**config.mk**
```make
export PLATFORM = sky130hd
export DESIGN_NAME = fetch_unit
export DESIGN_NICKNAME = d
export VERILOG_FILES = /design/src/rtl/fetch_unit.sv
export SDC_FILE = /design/constraint.sdc
export NUM_CORES = 1
export LEC_CHECK = 0
export ABC_AREA = 1
export CAP_MARGIN = 40
export CORE_ASPECT_RATIO = 1.25
export CORE_MARGIN = 3
export CORE_UTILIZATION = 35
export DETAILED_ROUTE_END_ITERATION = 6
export GPL_ROUTABILITY_DRIVEN = 0
export PLACE_DENSITY_LB_ADDON = 0.08
export SYNTH_ARGS = -nofsm -noshare
export SYNTH_HDL_FRONTEND = slang
export SYNTH_SLANG_ARGS = --single-unit
```
**constraint.sdc**
```tcl
create_clock -name clk1 -period 6 [get_ports clk1]
set_clock_uncertainty 0.05 [all_clocks]
set_input_delay 0.9 -clock clk1 [delete_from_list [all_inputs] [get_ports clk1]]
set_output_delay 0.9 -clock clk1 [all_outputs]
set_load 0.02 [all_outputs]
```
**src/rtl/fetch_unit.sv**
```systemverilog
// ----------------------------------------------------------------------------
// fetch_unit
// Instruction fetch stage with a small prefetch queue, feeding the decoder.
// Owns the fetch PC, issues one word read at a time to instruction memory
// (req/ack), buffers returned words with their PC tag in a FIFO and presents
// the head entry to decode (valid/ready). A flush redirects fetch, empties the
// queue and discards any read still in flight.
//
// Optional feature macro: FETCH_PC_PLUS8_EN
//   defined   : instr_pc = fetch address + 8 (mod 2^32)
//   undefined : instr_pc = fetch address of the word
//
// Ports:
//   clk1        in   clock, rising edge
//   rst         in   synchronous active-high reset
//   mem_req     out  read request outstanding
//   mem_addr    out  word address of the outstanding request
//   mem_ack     in   memory accepts request, mem_rdata valid this cycle
//   mem_rdata   in   instruction word
//   instr_valid out  head entry valid
//   instr_ready in   decode consumes head entry
//   instr       out  head instruction word
//   instr_pc    out  head PC tag
//   flush       in   redirect fetch
//   flush_addr  in   redirect address (bits [1:0] ignored)
//   q_count     out  queue occupancy
// ----------------------------------------------------------------------------
module fetch_unit #(
    parameter int unsigned DEPTH      = 4,
    parameter logic [31:0] RESET_ADDR = 32'h0000_0000
) (
    input  logic                   clk1,
    input  logic                   rst,
    output logic                   mem_req,
    output logic [31:0]            mem_addr,
    input  logic                   mem_ack,
    input  logic [31:0]            mem_rdata,
    output logic                   instr_valid,
    input  logic                   instr_ready,
    output logic [31:0]            instr,
    output logic [31:0]            instr_pc,
    input  logic                   flush,
    input  logic [31:0]            flush_addr,
    output logic [$clog2(DEPTH):0] q_count
);

    localparam int unsigned PW = $clog2(DEPTH);
    localparam int unsigned CW = PW + 1;

`ifdef FETCH_PC_PLUS8_EN
    localparam logic [31:0] TAG_OFS = 32'd8;
`else
    localparam logic [31:0] TAG_OFS = 32'd0;
`endif

    typedef enum logic [1:0] {
        S_IDLE = 2'd0,
        S_REQ  = 2'd1,
        S_DROP = 2'd2
    } state_e;

    typedef struct packed {
        logic [31:0] pc;
        logic [31:0] word;
    } entry_t;

    state_e          state_q,    state_d;
    logic [31:0]     fetch_pc_q, fetch_pc_d;
    logic [31:0]     mem_addr_q, mem_addr_d;
    logic [CW-1:0]   count_q,    count_d;
    logic [PW-1:0]   wr_ptr_q,   wr_ptr_d;
    logic [PW-1:0]   rd_ptr_q,   rd_ptr_d;
    entry_t          fifo_q [DEPTH];

    logic            push_c;
    logic            pop_c;
    logic [CW-1:0]   count_next_c;
    logic            has_room_c;
    logic [31:0]     flush_pc_c;
    logic            flush_addr_unused;

    assign flush_pc_c        = {flush_addr[31:2], 2'b00};
    assign flush_addr_unused = ^flush_addr[1:0];

    // Queue handshakes; a flush overrides both push and pop
    assign push_c       = (state_q == S_REQ) && mem_ack && !flush;
    assign pop_c        = instr_valid && instr_ready && !flush;
    assign count_next_c = count_q + CW'(push_c) - CW'(pop_c);
    assign has_room_c   = count_next_c < CW'(DEPTH);

    // Outputs decoded from registered state only
    assign mem_req     = (state_q != S_IDLE);
    assign mem_addr    = mem_addr_q;
    assign instr_valid = (count_q != '0);
    assign instr       = instr_valid ? fifo_q[rd_ptr_q].word : 32'd0;
    assign instr_pc    = instr_valid ? fifo_q[rd_ptr_q].pc   : 32'd0;
    assign q_count     = count_q;

    // Queue pointers and occupancy
    always_comb begin
        wr_ptr_d = wr_ptr_q;
        rd_ptr_d = rd_ptr_q;
        count_d  = count_next_c;
        if (flush) begin
            wr_ptr_d = '0;
            rd_ptr_d = '0;
            count_d  = '0;
        end else begin
            if (push_c) wr_ptr_d = wr_ptr_q + PW'(1);
            if (pop_c)  rd_ptr_d = rd_ptr_q + PW'(1);
        end
    end

    // Fetch FSM. In REQ, mem_addr_q equals fetch_pc_q; in DROP, fetch_pc_q
    // holds the redirect target while mem_addr_q keeps the stale address.
    always_comb begin
        state_d    = state_q;
        fetch_pc_d = fetch_pc_q;
        mem_addr_d = mem_addr_q;
        if (flush) begin
            fetch_pc_d = flush_pc_c;
            case (state_q)
                S_IDLE: begin
                    state_d    = S_REQ;
                    mem_addr_d = flush_pc_c;
                end
                S_REQ, S_DROP: begin
                    if (mem_ack) begin
                        state_d    = S_REQ;
                        mem_addr_d = flush_pc_c;
                    end else begin
                        state_d = S_DROP;
                    end
                end
                default: state_d = S_IDLE;
            endcase
        end else begin
            case (state_q)
                S_IDLE: begin
                    if (has_room_c) begin
                        state_d    = S_REQ;
                        mem_addr_d = fetch_pc_q;
                    end
                end
                S_REQ: begin
                    if (mem_ack) begin
                        fetch_pc_d = fetch_pc_q + 32'd4;
                        if (has_room_c) begin
                            mem_addr_d = fetch_pc_q + 32'd4;
                        end else begin
                            state_d = S_IDLE;
                        end
                    end
                end
                S_DROP: begin
                    if (mem_ack) begin
                        if (has_room_c) begin
                            state_d    = S_REQ;
                            mem_addr_d = fetch_pc_q;
                        end else begin
                            state_d = S_IDLE;
                        end
                    end
                end
                default: state_d = S_IDLE;
            endcase
        end
    end

    // State registers
    always_ff @(posedge clk1) begin
        if (rst) begin
            state_q    <= S_IDLE;
            fetch_pc_q <= {RESET_ADDR[31:2], 2'b00};
            mem_addr_q <= 32'd0;
            count_q    <= '0;
            wr_ptr_q   <= '0;
            rd_ptr_q   <= '0;
        end else begin
            state_q    <= state_d;
            fetch_pc_q <= fetch_pc_d;
            mem_addr_q <= mem_addr_d;
            count_q    <= count_d;
            wr_ptr_q   <= wr_ptr_d;
            rd_ptr_q   <= rd_ptr_d;
        end
    end

    // Queue storage; tag is the requested address (plus offset when enabled)
    always_ff @(posedge clk1) begin
        if (push_c && !rst) begin
            fifo_q[wr_ptr_q] <= '{pc: mem_addr_q + TAG_OFS, word: mem_rdata};
        end
    end

endmodule
```
# Yosys cells after proc, flatten, opt, wreduce, memory -nomap -nowiden
# Memory sizes are Yosys's and may differ from the RTL's. A register that Yosys moved wholly into a read port is not among the register bits.
# Cells that the tools add are included.
[totals] out_inout_bits=101 inputBits=69 regBits=73 ramBits=256 memories=1
[op_classes] mux=26 order_cmp=1 n_eq_ne=9 n_addsub=5 n_reduce_logical=19
[memory_table] name="fifo_q" words=4 width=64 read_ports=1 rd_ports_with_merged_regs=1 wr=1 line_no="73" rtl="entry_t fifo_q [DEPTH];"
[ops] op="two-way mux 32 bit" n=11
[ops] op="one-hot mux 32 bit (3 select lines)" n=1
[ops] op="one-hot mux 32 bit (2 select lines)" n=1
[ops] op="adder 32 x 3 -> 32 bit, second input constant" n=1
[ops] op="!= test 3 bit, second input constant" n=6
[ops] op="two-way mux 2 bit" n=8
[ops] op="one-hot mux 2 bit (3 select lines)" n=1
[ops] op="AND reduction 6 bit" n=1
[ops] op="nonzero test 2 bit" n=3
[ops] op="logical AND 1 bit" n=5
[ops] op="adder 2 x 1 -> 2 bit, second input constant" n=2
[ops] op="one-hot mux 2 bit (2 select lines)" n=1
[ops] op="AND reduction 2 bit" n=2
[ops] op="AND reduction 4 bit" n=1
[ops] op="nonzero test 4 bit" n=1
[ops] op="OR reduction 2 bit" n=2
[ops] op="adder 3 x 1 -> 3 bit" n=1
[ops] op="< comparator 3 bit, second input constant" n=1
[ops] op="two-way mux 1 bit" n=3
[ops] op="!= test 3 x 1 -> 1 bit, second input constant" n=1
[ops] op="nonzero test 3 bit" n=1
[ops] op="subtractor 3 x 1 -> 3 bit" n=1
[ops] op="equality test 2 x 1 -> 1 bit, second input constant" n=1
[ops] op="equality test 2 bit, second input constant" n=1
[ops] op="other kinds (2)" n=3

# Depth between registers and ports, before layout
[logic_depth] ltp_word=10 ltp_mapped=18 ltp_nobuf=18

# Worst setup path after synthesis
# OpenSTA, ideal clock, no wires.
[synth_path] kind="input -> register" from="input port flush" to="memory fifo_q[0][0] (netlist name) (enable)" arrival_time_ps=4156 slack_ps=1312 setup_ps=482 cell_stages=5 cell_sequence="buf_2 buf_2 nor2_1 nand2_1 nor2_1"
[synth_between] elab_chain_cells=5
[synth_lines] element="start, declared" line_no="42" rtl="input logic flush,"
[synth_lines] element="logical NOT 1 bit" line_no="86" rtl="assign push_c = (state_q == S_REQ) && mem_ack && !flush;"
[synth_lines] element="logical AND 1 bit" line_no="86"
[synth_lines] element="logical AND 1 bit" line_no="191" rtl="if (push_c && !rst) begin"
[synth_lines] element="two-way mux 1 bit" line_no="191"
[synth_lines] element="two-way mux 1 bit (not written as such)" line_no="192" rtl="fifo_q[wr_ptr_q] <= '{pc: mem_addr_q + TAG_OFS, word: mem_rdata};"
[synth_lines] element="end, declared" line_no="73"
# No other way between the ends.

==> Flow_metrics.wiki <==
{| class="wikitable"
! Metric !! Value
|-
| Antenna violations before repair || 0
|-
| RSZ-0062 raised after global routing || no
|-
| Final-report setup violation count || 0
|-
| Top cell type by total area after synthesis || edfxtp_1
|-
| Ratio of total power to cell area || 303 mW/mm²
|-
| Clock insertion delay at the later pin of the skew report || 0.52 ns
|-
| Post-Route Setup TNS || 0 ns
|-
| CTS tree || built
|-
| Count of buffers from port buffering || 163
|-
| Critical path capture point type || output pin
|-
| Pin count of the biggest net entering global routing || 77
|-
| Area of the multi-input gates || 0.00463 mm²
|-
| Slew margin rel. || 44.2%
|-
| Slowest stage cell on the critical path || buf_4
|-
| Hold Vio Cnt, Final || 0
|-
| Post-DR vias/cell || 4.77
|-
| Design Area, Final || 0.0177 mm²
|-
| Share of the clock period used by the worst path || 74.0%
|-
| Util after Layout || 44.0%
|-
| Core footprint || 0.0403 mm²
|-
| Hold WC Path Type || reg -> reg
|-
| Number of buffers inserted during clock tree synthesis || 35
|-
| Number of instances in the synthesized netlist || 1520
|-
| Sequential cell area fraction in the yosys report || 61.7%
|-
| Number of ports placed on the die boundary || 170
|-
| Wire length per cell after detailed routing || 17.2 µm
|-
| Status || completed
|-
| Number of register bits inferred by synthesis || 319
|-
| Mean Syn Cell Area || 9.46 µm²
|-
| Leak Pwr || 0.00646 µW
|-
| H-tree Lvls || 2
|-
| Largest delay contributor family on the critical path || buffers and inverters
|-
| Count of nets left with antenna violations after detail routing || 0
|-
| Share of layout cells above drive strength 1 || 7.18%
|-
| Clk root buf || clkbuf_16
|-
| Diodes inserted || 0
|-
| Starting density of the core || 35.6%
|-
| Cell area after placement || 0.0166 mm²
|-
| Cell Chain, Critical Path || buf_4 > buf_4 > nor2_1 > nor2_1 > o21ai_0 > a21oi_1 > clkdlybuf4s50_1
|-
| DRC violations left || 0
|-
| Sum of routed wire segments on met1 || 16600 µm
|-
| Buf/Inv on CP || 3
|-
| Setup Buffers After CTS || 0
|-
| Grt ovf || 0
|-
| Clock transition at path regs || 0.06 ns
|-
| Number of distinct library cells after synthesis || 38
|-
| Max-capacitance violation count || 0
|-
| Worst-case clock buffer depth || 3
|-
| Worst-margin pin slew || 0.837 ns
|-
| DIE WIDTH || 187 µm
|-
| Via count of the first global-routing pass || 10.3k
|-
| CTS hold repair buffers || 0
|-
| Number of vias after detailed routing || 10.6k
|-
| Global Route Usage Sum || 17.5%
|-
| Required time of the worst setup path || 5.05 ns
|-
| Growth of design area from synthesis to finish || 23.5%
|-
| Die height || 233 µm
|-
| Worst vdd ir || 0.144 mV
|-
| Placed cell count || 2170
|-
| Maximum fanout along the worst path || 63
|-
| Drt total wl || 38400 µm
|-
| HPWL after DPL || 23800 µm
|-
| Area share of the largest cell type after synthesis || 51.8%
|-
| Delay of the slowest cell on the worst path || 0.70 ns
|-
| Top routing layer in use || met4
|-
| Max Fclk || 0.225 GHz
|-
| Floorplan die area || 0.0435 mm²
|-
| DR WL met3 || 1490 µm
|-
| Starting DRT DRC Count || 676
|-
| Min Clock Period, post-route || 4.44 ns
|-
| Leading cell types in the layout, fill and taps excluded || nor2_1 (329), edfxtp_1 (248), nand2_1 (211)
|-
| Met2 Routed Length || 19400 µm
|-
| Placement Rows || 82
|-
| CP Class || reg -> out
|-
| Drt first pass iters || 5
|-
| Commonest non-fill, non-tap cell in the layout || nor2_1
|-
| Top cells by area in the synthesized netlist || edfxtp_1 (52%), dfxtp_1 (9.9%), nor2_1 (8.7%), nand2_1 (5.5%), o21ai_0 (5.5%)
|-
| Mapped cell area || 0.0144 mm²
|-
| Count of pins over their slew limit || 0
|-
| Wire length of the first global-routing pass || 59300 µm
|-
| Fin nets || 1742
|-
| Synthesis warning total || 0
|-
| Data arrival time of the worst path || 3.49 ns
|-
| Number of inserted filler cells in the final layout || 3872
|-
| Post-layout instance count excluding filler cells || 2232
|-
| Register Area || 0.00887 mm²
|-
| Num Clock Sinks || 319
|-
| Nature of the critical path startpoint || flop
|-
| Resize count post-CTS || 0
|}
==> worst register-to-register path, delay by kind of cell, from the launching register on <==
kind,cells,cell delay [ns]
compound gates,1,0.19
fa+ha+maj,4,1.03
buf+inv,6,0.73
flops,1,0.33
simple gates,7,1.06
==> per-layer routing <==
metal,vias up,global-route usage [%]
met5,-,0
met4,0,5.03
met1,5028,21.7
met2,200,31.5
met3,56,2.65
li1,5363,-
==> cell type report <==
| cell class | instances | area share (%) |
|---|---|---|
| clock buffer | 46 | 5.52 |
| sequential | 319 | 50.0 |
| timing repair buffer | 186 | 10.8 |
| tap | 546 | 3.85 |
| inverter | 136 | 2.88 |
| multi-input combinational | 983 | 26.1 |
| clock inverter | 16 | 0.867 |
==> cells by family (layout without fill, tap and decap cells) <==
| kind of cell | count (synthesis) | after routing | synth area share, % |
|---|---|---|---|
| buffers and inverters | 221 | 384 | 6.41 |
| DFF | 319 | 319 | 61.7 |
| adders and majority gates | 12 | 12 | 1.10 |
| other | 1 | 4 | 0.0261 |
| and+or+nand+nor | 629 | 629 | 18.1 |
| AOI/OAI and AO/OA | 330 | 330 | 12.2 |
| xor gates and xnor gates | 8 | 8 | 0.487 |
==> path summary, 6_finish.rpt <==
kind	startpoint	to	slack (ns)	cells after the start
worst max-delay path	flop	instr_pc[13]	1.56	7
worst max register to register	state_q[1]	mem_addr[5]	2.51	18
worst min register to register	rd_ptr_q[1]	flop	0.41	2
worst min-delay path	rd_ptr_q[1]	flop	0.41	2
==> through the flow <==
step | hold WS [ns] | power, µW | setup WS, ns
after floorplan | 0.386 | 3020 | 1.31
after global placement | 0.396 | 3300 | 1.59
after detailed placement | 0.406 | 3310 | 1.57
after CTS | 0.413 | 5450 | 1.45
after global routing | 0.440 | 5620 | 1.29
final | 0.410 | 5380 | 1.56
==> synthesized netlist by cell type (all sizes together) <==
library cell / count
a211oi: 1
a21oi: 139
a31o: 1
a31oi: 4
buf: 34
clkbuf: 51
conb: 1
dfxtp: 71
edfxtp: 248
fa: 1
ha: 11
inv: 136
nand2: 221
nand3: 52
nand3b: 2
nand4: 4
nor2: 348
nor3: 2
o2111ai: 3
o211ai: 17
o21ai: 162
o21ba: 1
o221ai: 2
xnor2: 2
xor2: 6
==> power by group <==
part / switching [µW] / internal [µW] / total [µW]
clock network: 843 / 1280 / 2120
logic: 389 / 254 / 643
registers: 116 / 2500 / 2610
total: 1350 / 4030 / 5380
==> flip-flops by register name (all words and copies together) (netlist names), named ones only <==
register / cells
fetch_pc_q: 30
fifo_q: 248
mem_addr: 30
q_count: 3
rd_ptr_q: 2
state_q: 2
wr_ptr_q: 2
Power figures use the tool's default switching activity.
==> edit 1, RTL diff (same flow settings) <==
The 3 states of `state_e` get a one-hot encoding in 3 bits.
--- a/src/rtl/fetch_unit.sv
+++ b/src/rtl/fetch_unit.sv
@@ -53,10 +53,10 @@
     localparam logic [31:0] TAG_OFS = 32'd0;
 `endif
 
-    typedef enum logic [1:0] {
-        S_IDLE = 2'd0,
-        S_REQ  = 2'd1,
-        S_DROP = 2'd2
+    typedef enum logic [2:0] {
+        S_IDLE = 3'b001,
+        S_REQ  = 3'b010,
+        S_DROP = 3'b100
     } state_e;
 
     typedef struct packed {
Behaviour: same outputs for any inputs over 4 cycles, from zero or initial values and one cycle with rst high; so few cycles prove little.
==> edit 1 against the unedited design <==
  * Synthesized cell count shrank 4.6%
  * Worst setup slack better by 120 ps
  * Sequential share of layout area is 1.3 points higher
  * Sequential power is 2% higher
  * Maximum frequency is 2.8% higher
  * Power hardly changed
  * Core utilization is 0.18 points higher
  * Critical path type unchanged
  * Area after synthesis shrank 3.1%
  * Register-to-register slack lost 520 ps
  * Critical endpoint is now instr_pc[12]
  * Sequential cell count increased by 1
  * Final area down 2.3%
  * Largest cell class unchanged
  * Via count down 1.3%
  * Wire length fell by 0.23%
==> edit 1: results (changes against the unedited design) <==
- DP Area: 16200 µm² (-2.5%)
- The transition at the pin with the smallest max-transition slack was 823 ps (-13.8 ps).
* Post-synthesis xor/xnor area fraction: 0.692% (+0.20 points)
- The sequential cell count of the final layout is 320 (+0.31%).
- The overall track demand over capacity in global routing is 17.9% (+0.45 points).
* Unique masters post-synth: 34 (-11%)
* Wire length of the first global-routing pass: 58.7 mm (-0.91%)
- FILL cells: 3741 (-3.4%)
- The endpoint identified for the worst register-to-register timing path is mem_addr[7]$_SDFFE_PP0P_.
- Proportion of layout cells with a drive suffix above 1: 6.58% (-0.59 points)
- Sequential share of the synthesized area: 63.8% (+2.1 points)
- The multi-input combinational cell area was 4360 µm² (-5.8%).
* Leakage power of the design: 6.24 nW (-3.3%)
- The non-clock inverter instance count of the final layout was 97 (-29%).
- Most used standard cells in the synthesized netlist: nor2_1, edfxtp_1, o21ai_0, nand2_1, a21oi_1
* Num CTS Buffers: 36 (+2.9%)
- The largest fanout of any net on the critical path came to 73 (+16%).
- The total of plain and repair buffers excluding clock buffers was 188 (+1.1%).
* Result of the run: completed
* Final-layout worst hold slack: 414 ps (+3.93 ps)
* Fraction of area in registers: 51.3% (+1.3 points)
- The area share of fa/ha/maj cells after synthesis came to 0.772% (-0.32 points).
- The area inside the core boundary is 39200 µm² (-2.7%).
- The number of vias per cell after detailed routing was 4.95 (+3.8%).
- Timing endpoint of the critical path: instr_pc[12]
- The cell total after placement was 2060 (-5.1%).
- The HPWL after detailed placement was 23.8 mm (about the same).
- The endpoint arrival time on the critical path is 3360 ps (-130 ps).
- Count of cells along the worst register-to-register path: 20 (+2)
* Violation count after the first detailed-routing iteration: 516 (-24%)
- Min Clock Period, post-route: 4310 ps (-122 ps)
- Startpoint of the most critical register-to-register path: state_q[2]$_SDFFE_PP0P_
- Avg Synthesized Cell Area: 9.61 µm² (+1.6%)
- Internal reg-to-reg setup slack: 1990 ps (-520 ps)
## edit 1: kinds of logic (layout without fill, tap and decap cells)
group,after synthesis,count (layout)
AO/OA/AOI/OAI,334,334
XOR/XNOR,11,11
adder cells (fa/ha/maj),8,8
buffers and inverters,176,348
flip-flops,320,320
multiplexers,1,1
other,1,4
AND/OR/NAND/NOR,599,599
## edit 1: report_power, final
group	switching [mW]	internal, mW
Combinational	0.351	0.234
Sequential	0.136	2.52
Clock	0.864	1.28
## edit 1: worst max-delay path: stages (launching register included)
cell	delay, ps
dfxtp_4	730
buf_4	760
nor2_1	110
nor2_1	100
o21ai_0	90
a21oi_1	350
clkdlybuf4s50_1	690
## edit 1: metal layers
metal	wire, µm	track usage (%)
met3	1480	2.67
met1	16700	22.8
met5	0	0
met4	995	5.70
met2	19100	31.2
==> edit 2, RTL diff (same flow settings) <==
Made on the original files. `DEPTH`: 4 -> 8.
--- a/src/rtl/fetch_unit.sv
+++ b/src/rtl/fetch_unit.sv
@@ -26,7 +26,7 @@
 //   q_count     out  queue occupancy
 // ----------------------------------------------------------------------------
 module fetch_unit #(
-    parameter int unsigned DEPTH      = 4,
+    parameter int unsigned DEPTH      = 8,
     parameter logic [31:0] RESET_ADDR = 32'h0000_0000
 ) (
     input  logic                   clk1,
Ports: changed (resized q_count); port bits go from 170 to 171. No check against the original RTL was run, so the function may have changed too.
==> edit 2 against the unedited design <==
  * Sequential power rose by 95%
  * Register-to-register slack got worse by 270 ps
  * Global-route usage increased by 0.92 points
  * Wire length increased by 72%
  * Worst setup slack worse by 100 ps
  * Power increased by 88%
  * Worst hold slack better by 45 ps
  * Final cell count up 45%
  * Area after synthesis up 66%
  * Clock power increased by 64%
  * Final area up 59%
  * Sequential cell count is 252 higher
  * Largest cell class unchanged
  * Largest power group unchanged
==> edit 2: results (changes against the unedited design) <==
* First-pass iteration count of the detailed router: 7 (+2)
* Worst-Skew Late Latency: 610 ps (+90 ps)
- Num CTS Buffers: 58 (+66%)
* Vias in the first global route: 16200 (+57%)
- EDFF count, synth: 496 (+100%)
* Wire length of the first global-routing pass: 100 mm (+69%)
* Total half-perimeter wirelength after legalization and detailed placement: 37.2 mm (+56%)
* Leakage power of the design: 9.49 nW (+47%)
* Normalized max-slew margin: 32.2% (-12 points)
- After synthesis, the most frequently instantiated cells are edfxtp_1, nor2_1, o21ai_0, nand2_1, clkbuf_1.
- The worst slack at placement came to 1250 ps (-320 ps).
* Max IR drop VDD: 216 µV (+50%)
* Violation count after the first detailed-routing iteration: 965 (+43%)
- The run finished with clean final reports.
- The endpoint arrival time on the critical path is 3590 ps (+100 ps).
* Routed vias/inst: 5.10 (+6.8%)
- The xor/xnor share of the synthesized area was 0.368% (-0.12 points).
* FILL cells: 6415 (+66%)
* Unique masters post-synth: 35 (-7.9%)
- The net total in the final layout was 2398 (+38%).
- Peak fanout along the critical path: 134 (+110%)
* Pin count of the biggest net entering global routing: 177 (+130%)
- The sequential cell area fraction in the yosys report was 68.8% (+7.1 points).
- Compound-cell area share of the yosys netlist: 13.3% (+1.1 points)
- The count of instances resized after the clock tree is built came to 0 (unchanged).
- Average wire per standard cell: 20.5 µm (+19%)
- The area share of fa/ha/maj cells after synthesis came to 0.662% (-0.43 points).
- Max FFs per register: 496 (+100%)
- The share of layout cells above drive strength 1 was 7.11% (-0.067 points).
edit 2: area by class of cell:
| cell class | instances | area, µm² | area share [%] |
|---|---|---|---|
| antenna | 1 | 2.50 | 0.00884 |
| sequential | 571 | 16400 | 57.9 |
| timing repair buffer | 210 | 2140 | 7.57 |
| clock buffer | 79 | 1610 | 5.70 |
| multi-input combinational | 1396 | 6550 | 23.1 |
| clock inverter | 27 | 198 | 0.698 |
| inverter | 80 | 317 | 1.12 |
| tap | 864 | 1080 | 3.82 |
edit 2: where the power goes:
group          switching (mW)  internal, mW  leakage (nW)  total [mW]
Combinational           0.938         0.576          3.49        1.51
Sequential              0.384          4.71          5.12        5.10
Clock                    1.51          1.96         0.878        3.48
edit 2: worst register-to-register path, cell delays in order (launching register included):
cell	delay [ps]
dfxtp_1	330
inv_1	100
ha_1	170
nand2_1	110
nor2_1	110
buf_4	320
inv_1	290
o21ai_0	240
ha_1	200
nand3_1	110
nand3_1	140
nand3_2	270
nand2_2	620
inv_2	300
o21ai_0	220
nor2_1	60
edit 2: kinds of logic after synthesis:
group	Yosys count
AO/OA/AOI/OAI	586
XOR/XNOR	10
adder cells (fa/ha/maj)	12
buffers and inverters	217
flip-flops	571
other	1
AND/OR/NAND/NOR	784
edit 2: metal layers:
| metal | part of all wire [%] | track usage [%] | vias up | wire, µm |
|---|---|---|---|---|
| met5 | 0 | 0 | - | 0 |
| met3 | 4.4 | 2.85 | 94 | 2890 |
| met1 | 44 | 24.0 | 8037 | 29100 |
| met4 | 2.4 | 4.74 | 0 | 1600 |
| li1 | - | - | 7974 | - |
| met2 | 49 | 31.9 | 344 | 32500 |
edit 2: through the flow:
| step | hold slack (ps) | setup TNS [ps] | cells |
|---|---|---|---|
| after global routing | 496 | 0 | 3227 |
| after CTS | 453 | 0 | 3227 |
| final | 456 | 0 | 3228 |
| after floorplan | 416 | -107100 | 2184 |
| after global placement | 434 | 0 | 3117 |
| after detailed placement | 442 | 0 | 3121 |
edit 2: worst paths after layout:
kind,startpoint,slack [ps],to,cells past startpoint
hold / removal,rd_ptr_q[0]$_SDFFE_PP0P_,460,rd_ptr_q[0]$_SDFFE_PP0P_,2
hold reg to reg,rd_ptr_q[0]$_SDFFE_PP0P_,460,rd_ptr_q[0]$_SDFFE_PP0P_,2
setup / recovery,flip-flop,1460,instr_pc[22],8
setup reg to reg,state_q[1]$_SDFFE_PP0P_,2240,mem_addr[8]$_SDFFE_PP0P_,15
